File: src/rtl/rgb_pwm_pkg.sv
// Shared types and default parameters for the RGB LED PWM sequencer.
package rgb_pwm_pkg;

    // Power sequencing states
    typedef enum logic [1:0] {
        IDLE     = 2'd0,
        WARMUP   = 2'd1,
        RUN      = 2'd2,
        SHUTDOWN = 2'd3
    } state_t;

    localparam int DEF_PWM_BITS      = 8;
    localparam int DEF_PRESCALE      = 12;
    localparam int DEF_SETTLE_CYCLES = 1200;

    // Width of a counter spanning 0..n-1; never narrower than one bit
    function automatic int cnt_width(input int n);
        return (n > 1) ? $clog2(n) : 1;
    endfunction

endpackage

File: src/rtl/rgb_pwm_tick.sv
// PWM prescaler: counts 0..PRESCALE-1 and pulses o_tick for one cycle on the
// last count. A synchronous clear holds it at zero with the tick suppressed.
module rgb_pwm_tick
    import rgb_pwm_pkg::*;
#(
    parameter int PRESCALE = DEF_PRESCALE
) (
    input  logic i_clk,
    input  logic i_rst,
    input  logic i_clr,
    output logic o_tick
);

    localparam int              W    = cnt_width(PRESCALE);
    localparam logic [W-1:0]    LAST = W'(PRESCALE - 1);

    logic [W-1:0] pre_q, pre_d;

    // Next prescaler value: wrap on the last count, hold at zero while cleared
    always_comb begin
        pre_d = pre_q;
        if (i_clr || (pre_q == LAST)) begin
            pre_d = '0;
        end else begin
            pre_d = pre_q + 1'b1;
        end
    end

    // Prescaler register
    always_ff @(posedge i_clk or posedge i_rst) begin
        if (i_rst) begin
            pre_q <= '0;
        end else begin
            pre_q <= pre_d;
        end
    end

    // With PRESCALE=1 this fires every running cycle
    assign o_tick = !i_clr && (pre_q == LAST);

endmodule

File: src/rtl/rgb_pwm_seq.sv
// RGB LED PWM sequencer: powers up the current reference, waits for it to
// settle, enables the RGB driver and generates three PWM channels. Duty
// updates arrive over valid/ready and are only swapped in at period
// boundaries while running, so a PWM period is never cut short or stretched.
module rgb_pwm_seq
    import rgb_pwm_pkg::*;
#(
    parameter int PWM_BITS      = DEF_PWM_BITS,
    parameter int PRESCALE      = DEF_PRESCALE,
    parameter int SETTLE_CYCLES = DEF_SETTLE_CYCLES
) (
    input  logic                i_clk,
    input  logic                i_rst,
    input  logic                i_enable,
    input  logic [PWM_BITS-1:0] i_duty_r,
    input  logic [PWM_BITS-1:0] i_duty_g,
    input  logic [PWM_BITS-1:0] i_duty_b,
    input  logic                i_duty_valid,
    output logic                o_duty_ready,
    output logic                o_drv_en,
    output logic                o_rgb_en,
    output logic                o_pwm_r,
    output logic                o_pwm_g,
    output logic                o_pwm_b,
    output logic                o_running
);

    // Counter runs 0..2^N-2 so a duty of 2^N-1 is high for the whole period
    localparam logic [PWM_BITS-1:0] CNT_LAST    = PWM_BITS'((1 << PWM_BITS) - 2);
    localparam int                  SW          = cnt_width(SETTLE_CYCLES);
    localparam logic [SW-1:0]       SETTLE_LAST = SW'(SETTLE_CYCLES - 1);

    state_t                      state_q, state_d;
    logic [SW-1:0]               settle_q, settle_d;
    logic [PWM_BITS-1:0]         cnt_q, cnt_d;

    // Channel order in the packed duty arrays: [0]=red, [1]=green, [2]=blue
    logic [2:0][PWM_BITS-1:0]    act_q, act_d;
    logic [2:0][PWM_BITS-1:0]    pend_q, pend_d;
    logic [2:0][PWM_BITS-1:0]    duty_in;
    logic                        pend_vld_q, pend_vld_d;
    logic                        ready_q, ready_d;

    logic                        drv_en_q, drv_en_d;
    logic                        rgb_en_q, rgb_en_d;
    logic                        running_q, running_d;
    logic [2:0]                  pwm_q, pwm_d;

    logic                        tick;
    logic                        boundary;
    logic                        xfer;

    assign duty_in  = {i_duty_b, i_duty_g, i_duty_r};
    assign xfer     = i_duty_valid && ready_q;
    // The wrap tick closes a period; tick is already gated to RUN
    assign boundary = tick && (cnt_q == CNT_LAST);

    rgb_pwm_tick #(
        .PRESCALE (PRESCALE)
    ) u_tick (
        .i_clk  (i_clk),
        .i_rst  (i_rst),
        .i_clr  (state_q != RUN),
        .o_tick (tick)
    );

    // Power sequencing: next state, settle timer and the enables it decodes to
    always_comb begin
        state_d  = state_q;
        settle_d = '0;
        case (state_q)
            IDLE: begin
                if (i_enable) begin
                    state_d = WARMUP;
                end
            end
            WARMUP: begin
                if (!i_enable) begin
                    state_d = IDLE;
                end else if (settle_q == SETTLE_LAST) begin
                    state_d = RUN;
                end else begin
                    settle_d = settle_q + 1'b1;
                end
            end
            RUN: begin
                if (!i_enable) begin
                    state_d = SHUTDOWN;
                end
            end
            SHUTDOWN: begin
                // Always lands in IDLE for one cycle, even if re-enabled
                state_d = IDLE;
            end
            default: begin
                state_d = IDLE;
            end
        endcase

        // Enables are decoded from the next state so they register in step
        // with the state itself
        drv_en_d  = (state_d != IDLE);
        rgb_en_d  = (state_d == RUN);
        running_d = (state_d == RUN);
    end

    // PWM period counter: advances per tick, restarts at zero on RUN entry
    always_comb begin
        cnt_d = '0;
        if (state_q == RUN) begin
            cnt_d = cnt_q;
            if (tick) begin
                cnt_d = boundary ? '0 : cnt_q + 1'b1;
            end
        end
    end

    // Duty handshake: direct load outside RUN, staged through pending in RUN
    always_comb begin
        act_d      = act_q;
        pend_d     = pend_q;
        pend_vld_d = pend_vld_q;
        if (state_q != RUN) begin
            // A triple staged just before leaving RUN is committed here so it
            // is not lost; ready is low then, so no new transfer can collide
            if (pend_vld_q) begin
                act_d      = pend_q;
                pend_vld_d = 1'b0;
            end else if (xfer) begin
                act_d = duty_in;
            end
        end else begin
            if (boundary && pend_vld_q) begin
                act_d      = pend_q;
                pend_vld_d = 1'b0;
            end
            // A transfer on a boundary cycle waits for the next boundary
            if (xfer) begin
                pend_d     = duty_in;
                pend_vld_d = 1'b1;
            end
        end
        ready_d = !pend_vld_d;
    end

    // Comparators on next-cycle values so the registered PWM lines up with
    // the counter and a new duty takes effect exactly at cnt=0
    always_comb begin
        pwm_d = '0;
        for (int i = 0; i < 3; i++) begin
            pwm_d[i] = (state_d == RUN) && (cnt_d < act_d[i]);
        end
    end

    // Sequencer and counter state
    always_ff @(posedge i_clk or posedge i_rst) begin
        if (i_rst) begin
            state_q  <= IDLE;
            settle_q <= '0;
            cnt_q    <= '0;
        end else begin
            state_q  <= state_d;
            settle_q <= settle_d;
            cnt_q    <= cnt_d;
        end
    end

    // Duty registers and handshake flags
    always_ff @(posedge i_clk or posedge i_rst) begin
        if (i_rst) begin
            act_q      <= '0;
            pend_q     <= '0;
            pend_vld_q <= 1'b0;
            ready_q    <= 1'b1;
        end else begin
            act_q      <= act_d;
            pend_q     <= pend_d;
            pend_vld_q <= pend_vld_d;
            ready_q    <= ready_d;
        end
    end

    // Output registers
    always_ff @(posedge i_clk or posedge i_rst) begin
        if (i_rst) begin
            drv_en_q  <= 1'b0;
            rgb_en_q  <= 1'b0;
            running_q <= 1'b0;
            pwm_q     <= '0;
        end else begin
            drv_en_q  <= drv_en_d;
            rgb_en_q  <= rgb_en_d;
            running_q <= running_d;
            pwm_q     <= pwm_d;
        end
    end

    assign o_duty_ready = ready_q;
    assign o_drv_en     = drv_en_q;
    assign o_rgb_en     = rgb_en_q;
    assign o_running    = running_q;
    assign o_pwm_r      = pwm_q[0];
    assign o_pwm_g      = pwm_q[1];
    assign o_pwm_b      = pwm_q[2];

endmodule

File: config.mk
export PLATFORM = sky130hd
export DESIGN_NAME = rgb_pwm_seq
export DESIGN_NICKNAME = d
export VERILOG_FILES = /design/src/rtl/rgb_pwm_pkg.sv /design/src/rtl/rgb_pwm_tick.sv /design/src/rtl/rgb_pwm_seq.sv
export SDC_FILE = /design/constraint.sdc
export NUM_CORES = 1
export LEC_CHECK = 0
export ABC_CLOCK_PERIOD_IN_PS = 5500
export BUFFER_PORTS_ARGS = -buffer_cell sky130_fd_sc_hd__buf_2
export CORE_ASPECT_RATIO = 0.6
export CORE_MARGIN = 2
export CORE_UTILIZATION = 50
export CTS_CLUSTER_DIAMETER = 60
export DETAILED_ROUTE_END_ITERATION = 8
export GPL_TIMING_DRIVEN = 1
export PLACE_DENSITY = 0.68
export SETUP_SLACK_MARGIN = 0.3
export SLEW_MARGIN = 25
export SYNTH_ARGS = -nofsm -noshare
export SYNTH_HDL_FRONTEND = slang
export SYNTH_SLANG_ARGS = --single-unit
export TNS_END_PERCENT = 100
File: constraint.sdc
create_clock -name i_clk -period 5.5 [get_ports i_clk]
set_input_delay 1.65 -clock i_clk [delete_from_list [all_inputs] [get_ports i_clk]]
set_output_delay 1.65 -clock i_clk [all_outputs]
set_load 0.05 [all_outputs]
==> flow_summary.ini, run 1 <==
[outcome]
status = complete, no violations

[logic_synthesis]
synth_top_area_frac = 0.441
avgSynthCellArea_sq_um = 11.3
syn-cell-area_sq_um = 4480
synthTopCellsByArea = dfrtp_1 (44%), ha_1 (7.0%), mux2_2 (6.3%)
synth-seq-cells = 80
synth_most_common_cell = dfrtp_1
syn-instance-count = 398
async_flop_share = 1.00
ys_seq_area_frac = 0.447
ys.flop_type = dfrtp_1
synth_common_cells = dfrtp_1 (79), ha_1 (25), mux2_2 (25), nor2_1 (23), and3_1 (21)
synth.net_count = 451
synth_top_area_cell = dfrtp_1
synth.distinct_cells = 59
synth-edff-count = 0
yosysWarnings = 0

[timing]
max_slew_margin = 0.417
tightest_slew_ns = 0.874
hold_viol = 0
period_share = 0.749
skew_ns = 0.00763
fin_tns_setup_ns = 0
clock.fmax_mhz = 243
slew_viol_final = 0
period_minus_slack_ns = 4.12
setup_viol = 0
rsz0062_at_grt = false

[drt]
vias_per_cell = 6.22
drtPass1Iterations = 4
vias = 3370
postRouteAntennaNets = 0
drt_iter0_markers = 308
post-route-drc-count = 0
wl_mm = 10.3
wl_per_cell_um = 19.0

[power_and_ir_drop]
seqPwrFrac = 0.471
peakVddDrop_mv = 0.168
pwr-share-comb = 0.092
powerDensity_nw_per_um2 = 270
p_int_mw = 1.04
power_frac_clock = 0.437
switchingPower_mw = 0.316
p_leak_nw = 2.33
swShare = 0.233

[global_routing]
first_global_vias = 3125
grt_pass1_wl_mm = 16.8
grt_max_degree = 52
gr-usage-all-layers = 0.223
antenna_found_initial = 0
grt.overflow.total = 0

[floorplan]
start_util = 0.522
fp.coreArea_sq_um = 8590
die_y_um = 77.3
placementRows = 26
dieArea_sq_um = 9760
die_x_um = 126
io_pins = 35

[place]
port_buffers = 34
placed_area_sq_um = 4730
place_hpwl_mm = 7.36
routabilityCongestion = 0.822

[clock_tree]
numCtsBuffers = 9
cts_buffer_depth = 2
cts-root-buf = clkbuf_16
cts_setup_buffers = 0
cts_resized = 0
clock_latency_ns = 0.34
cts_hold_buffers = 0
cts_htree_levels = 3
cts.sinks = 80
cts_tree = built
cts.clk_slew.worst_paths_ns = 0.06

[min_path]
hold_class = reg -> reg

[worst_setup_path]
endpoint_kind = flip-flop
cp.required_ns = 5.76
critPathKind = in -> reg
slowest_delay_ns = 0.50
arrival_ns = 4.37
critical_path.cell_chain = buf_2 -> and2_1 -> nand2_1 -> nor2_1 -> a221oi_1 -> ha_1 -> a211oi_1 -> o21bai_1 -> or4b_1 -> a211oi_1
slowest_stage = or4b_1
crit_fanout = 10
path_common_cell = a211oi_1
start_kind = input port

[flow_run]
drv_cap = 0

[finish]
area_delta_synth_final_pct = 12.0
final_layout_size_suffix_gt1_frac = 0.263
antenna_cells = 0
stdcell_area_sq_um = 5020
final_net_count = 479
cell families (layout without fill, tap and decap cells):
group,Yosys count,in the layout,share of synthesized area
AND/OR/NAND/NOR,117,117,0.162
AO/OA/AOI/OAI,105,105,0.195
flip-flops,80,80,0.447
buffers and inverters,29,61,0.0296
multiplexers,28,28,0.0696
adder cells (fa/ha/maj),25,25,0.0698
XOR/XNOR,14,14,0.0274
power groups by stage:
stage          clock network, mW  registers [mW]  logic, mW
6_report                   0.591           0.637      0.125
5_1_grt                    0.629           0.640      0.139
4_1_cts                    0.604           0.637      0.126
3_5_place_dp                   0           0.647      0.125
3_3_place_gp                   0           0.646      0.122
2_1_floorplan                  0           0.643     0.0872
flip-flops by register name, summed over array words and instances (netlist names):
signal        cells
pend_q           24
settle_q         11
cnt_q             8
state_q           2
o_drv_en          1
o_duty_ready      1
u_tick.pre_q      4
pwm_q             3
pend_vld_q        1
act_q            24
o_running         1
stage by stage:
stage | util | std cells | hold slack [ns] | worst slack, ns | total power, mW
after CTS | 0.584 | 542 | 0.476 | 1.41 | 1.37
after global placement | 0.549 | 526 | 0.447 | 1.17 | 0.767
after detailed placement | 0.551 | 527 | 0.467 | 1.07 | 0.772
after global routing | 0.584 | 542 | 0.502 | 1.10 | 1.41
final | 0.584 | 542 | 0.472 | 1.38 | 1.35
after floorplan | - | 398 | 0.432 | 1.48 | 0.730
routing by layer:
metal  track usage  up-vias  share of wire
met1         0.363     1678           0.53
met4        0.0637        0         0.0099
met3        0.0544        9          0.056
met5             0        -              0
met2         0.285       78           0.41
li1              -     1605              -
cells in the final DEF, fill, tap and decap left out, types with 4 or more instances in the layout:
cell / n
dfrtp_1: 79
buf_2: 34
mux2_2: 25
ha_1: 25
nor2_1: 23
and3_1: 21
nand2_1: 13
o221a_2: 12
o221ai_1: 12
nand3_1: 12
xor2_1: 12
a21oi_1: 11
o21ai_0: 11
a211oi_1: 10
clkbuf_16: 9
a211o_1: 8
a221oi_1: 8
a221o_1: 8
nand4_1: 8
nand3b_1: 6
inv_1: 6
o21bai_1: 6
nand2b_1: 5
or2_2: 5
o211ai_1: 4
clkinv_2: 4
buf_4: 4
critical path: cells and delay by family:
kind	cells	cell delay [ns]
buf+inv	1	0.15
fa+ha+maj	1	0.33
simple gates	4	1.53
compound gates	4	0.70
cell type report:
type,instances,area [sq um]
Inverter,7,27.5
Fill cell,741,3570
Multi-Input combinational cell,289,2350
Timing Repair Buffer,39,211
Clock inverter,4,45.0
Tap cell,112,140
Sequential cell,80,2000
Clock buffer,11,243
final timing paths:
| check | endpoint | startpoint | slack, ns | depth (start not counted) |
|---|---|---|---|---|
| max in group asynchronous | cnt_q[5] | i_rst | 3.12 | 3 |
| hold / removal | u_tick.pre_q[0] | u_tick.pre_q[0] | 0.47 | 1 |
| setup reg to reg | pwm_q[0] | cnt_q[0] | 1.80 | 12 |
| min in group asynchronous | settle_q[0] | i_rst | 1.47 | 2 |
| hold reg to reg | u_tick.pre_q[0] | u_tick.pre_q[0] | 0.47 | 1 |
| setup / recovery | pwm_q[2] | i_duty_valid | 1.38 | 10 |
Note: power is estimated with default switching activity, not from simulation.
==> run 2, diff against run 1 <==
--- a/config.mk
+++ b/config.mk
@@ -5,7 +5,7 @@
 export SDC_FILE = /design/constraint.sdc
 export NUM_CORES = 1
 export LEC_CHECK = 0
-export ABC_CLOCK_PERIOD_IN_PS = 5500
+export ABC_CLOCK_PERIOD_IN_PS = 3500
 export BUFFER_PORTS_ARGS = -buffer_cell sky130_fd_sc_hd__buf_2
 export CORE_ASPECT_RATIO = 0.6
 export CORE_MARGIN = 2
@@ -13,7 +13,7 @@
 export CTS_CLUSTER_DIAMETER = 60
 export DETAILED_ROUTE_END_ITERATION = 8
 export GPL_TIMING_DRIVEN = 1
-export PLACE_DENSITY = 0.68
+export PLACE_DENSITY = 0.71
 export SETUP_SLACK_MARGIN = 0.3
 export SLEW_MARGIN = 25
 export SYNTH_ARGS = -nofsm -noshare
==> constraint.sdc (replaced) <==
create_clock -name i_clk -period 3.5 [get_ports i_clk]
set_input_delay 1.05 -clock i_clk [delete_from_list [all_inputs] [get_ports i_clk]]
set_output_delay 1.05 -clock i_clk [all_outputs]
set_load 0.05 [all_outputs]
==> run 2 against run 1 <==
Net effect:
- sequential power up 57%
- final area up 4.7%
- critical path depth up 1
- utilization up 2.8 points
- register-to-register slack worse by 1.4 ns
- setup slack worse by 0.96 ns
- routed wire length up 8.0%
- cell count up 3.7%
- clock skew down 0.00088 ns
- critical path type unchanged
- via count up 5.1%
==> flow_summary.ini, run 2 (synthesized netlist as in run 1, its figures left out) <==
[finish]
final_net_count = 498
layout_common_cells = dfrtp_1 (78), buf_2 (34), mux2_2 (25), ha_1 (25)
layout_commonest_cell = dfrtp_1
final_layout_size_suffix_gt1_frac = 0.342
reg.largest.list = act_q: 24 flops, pend_q: 24 flops, settle_q: 11 flops
fillerInstances = 730
seq_area_sq_um = 2000
area_delta_synth_final_pct = 17.3
multiInputGateArea_sq_um = 2440
antenna_cells = 0

[floorplan]
start_util = 0.522
placementRows = 26
fp.coreArea_sq_um = 8590
dieArea_sq_um = 9760
die_y_um = 77.3
die_x_um = 126
io_pins = 35

[worst_setup_path]
crit_fanout = 8
slowest_stage = or4b_1
critical_path.cell_chain = buf_2 -> and2_2 -> buf_4 -> and3_1 -> a211o_1 -> o221ai_1 -> ha_1 -> o21ai_0 -> o21bai_1 -> or4b_1 -> a211oi_2
slowest_delay_ns = 0.52
endpoint_kind = flip-flop
cp.required_ns = 3.75
arrival_ns = 3.33
critPathKind = in -> reg
start_kind = input port
cp_top_family = simple AND/OR/NAND/NOR gates
cp.buffers_inverters = 2

[drt]
wl_mm = 11.1
vias = 3541
post-route-drc-count = 0
vias_per_cell = 6.30
wl_per_cell_um = 19.8
drt_iter0_markers = 223
drtPass1Iterations = 4
postRouteAntennaNets = 0

[clock_tree]
clock_latency_ns = 0.34
cts_buffer_depth = 2
cts_tree = built
cts_htree_levels = 3
cts.sinks = 80
cts-root-buf = clkbuf_16
cts.clk_slew.worst_paths_ns = 0.06
numCtsBuffers = 9

[flow_run]
drv_cap = 0

[global_routing]
gr-usage-all-layers = 0.240
grt_max_degree = 43
first_global_vias = 3625
antenna_found_initial = 0
grt.overflow.total = 0
grt_pass1_wl_mm = 18.3

[timing]
setup_viol = 0
clock.fmax_mhz = 325
period_minus_slack_ns = 3.08
skew_ns = 0.00675
hold_viol = 0
slew_viol_final = 0
rsz0062_at_grt = false
whs_ns = 0.463
tightest_slew_ns = 0.690
max_slew_margin = 0.539
period_share = 0.880
fin_tns_setup_ns = 0

[place]
port_buffers = 34
routabilityCongestion = 0.841
place_hpwl_mm = 8.06

[min_path]
hold_class = reg -> reg

[outcome]
status = complete, no violations

[power_and_ir_drop]
p_leak_nw = 2.44
peakVddDrop_mv = 0.275
total_power_mw = 2.06
powerDensity_nw_per_um2 = 393
==> run 2: changes by cell type in the layout (fill, tap and decap cells not counted), sizes merged <==
cell and delta:
buf +19, bufinv -1, clkbuf -2, clkinv +4
==> run 2: path summary, 6_finish.rpt <==
check,from,to,slack (ns),depth (start not counted)
max,i_duty_valid,pwm_q[0],0.42,11
min,u_tick.pre_q[0],u_tick.pre_q[0],0.46,1
max reg2reg,u_tick.pre_q[0],pwm_q[1],0.45,10
min reg2reg,u_tick.pre_q[0],u_tick.pre_q[0],0.46,1
max in group asynchronous,i_rst,o_duty_ready,2.00,3
min in group asynchronous,i_rst,act_q[4],0.79,2
==> run 2: stage by stage <==
step | util | cells | setup WS [ns] | instance area, sq um
final | 0.612 | 562 | 0.421 | 5250
after global routing | 0.612 | 562 | 0.304 | 5250
after CTS | 0.604 | 560 | 0.320 | 5190
after detailed placement | 0.568 | 542 | -0.0982 | 4880
after global placement | 0.568 | 542 | 0.00318 | 4880
after floorplan | - | 398 | 0.307 | 4520
==> run 2: area by class of cell <==
cell class,instances,area share
Clock buffer,9,0.0429
Sequential cell,80,0.382
Inverter,7,0.00524
Tap cell,112,0.0267
Clock inverter,7,0.00738
Multi-Input combinational cell,289,0.465
Timing Repair Buffer,58,0.0714
==> run 2: what timing repair did <==
item / in CTS / in global routing
endpoints found under the hold margin: 0 / 0
setup buffers: 2 / 2
gates resized for setup: 4 / 14
hold buffers: 0 / 0
pin swaps: 1 / 6
endpoints found under the setup margin: 3 / 3
==> run 2: power breakdown <==
| group | internal [mW] | total, mW | switching, mW |
|---|---|---|---|
| logic | 0.103 | 0.214 | 0.111 |
| clock network | 0.473 | 0.846 | 0.373 |
| registers | 0.972 | 1.00 | 0.0309 |
| total | 1.55 | 2.06 | 0.515 |
==> run 2: layer usage <==
metal | global-route usage | vias up | share of wire | routed length [um]
met5 | 0 | - | 0 | 0
li1 | - | 1643 | - | -
met1 | 0.344 | 1803 | 0.49 | 5400
met3 | 0.0642 | 12 | 0.059 | 654
met4 | 0.0538 | 0 | 0.012 | 133
met2 | 0.367 | 83 | 0.44 | 4930
==> run 2: worst reg2reg max path, cell delays in order, from the launching register on <==
cell and delay, ns:
dfrtp_1 0.39, ha_1 0.27, and3b_2 0.30, o211ai_1 0.18
o21ai_0 0.16, a22o_2 0.35, ha_1 0.34, a211oi_2 0.18
o21bai_1 0.12, or4b_1 0.50, a211oi_2 0.20
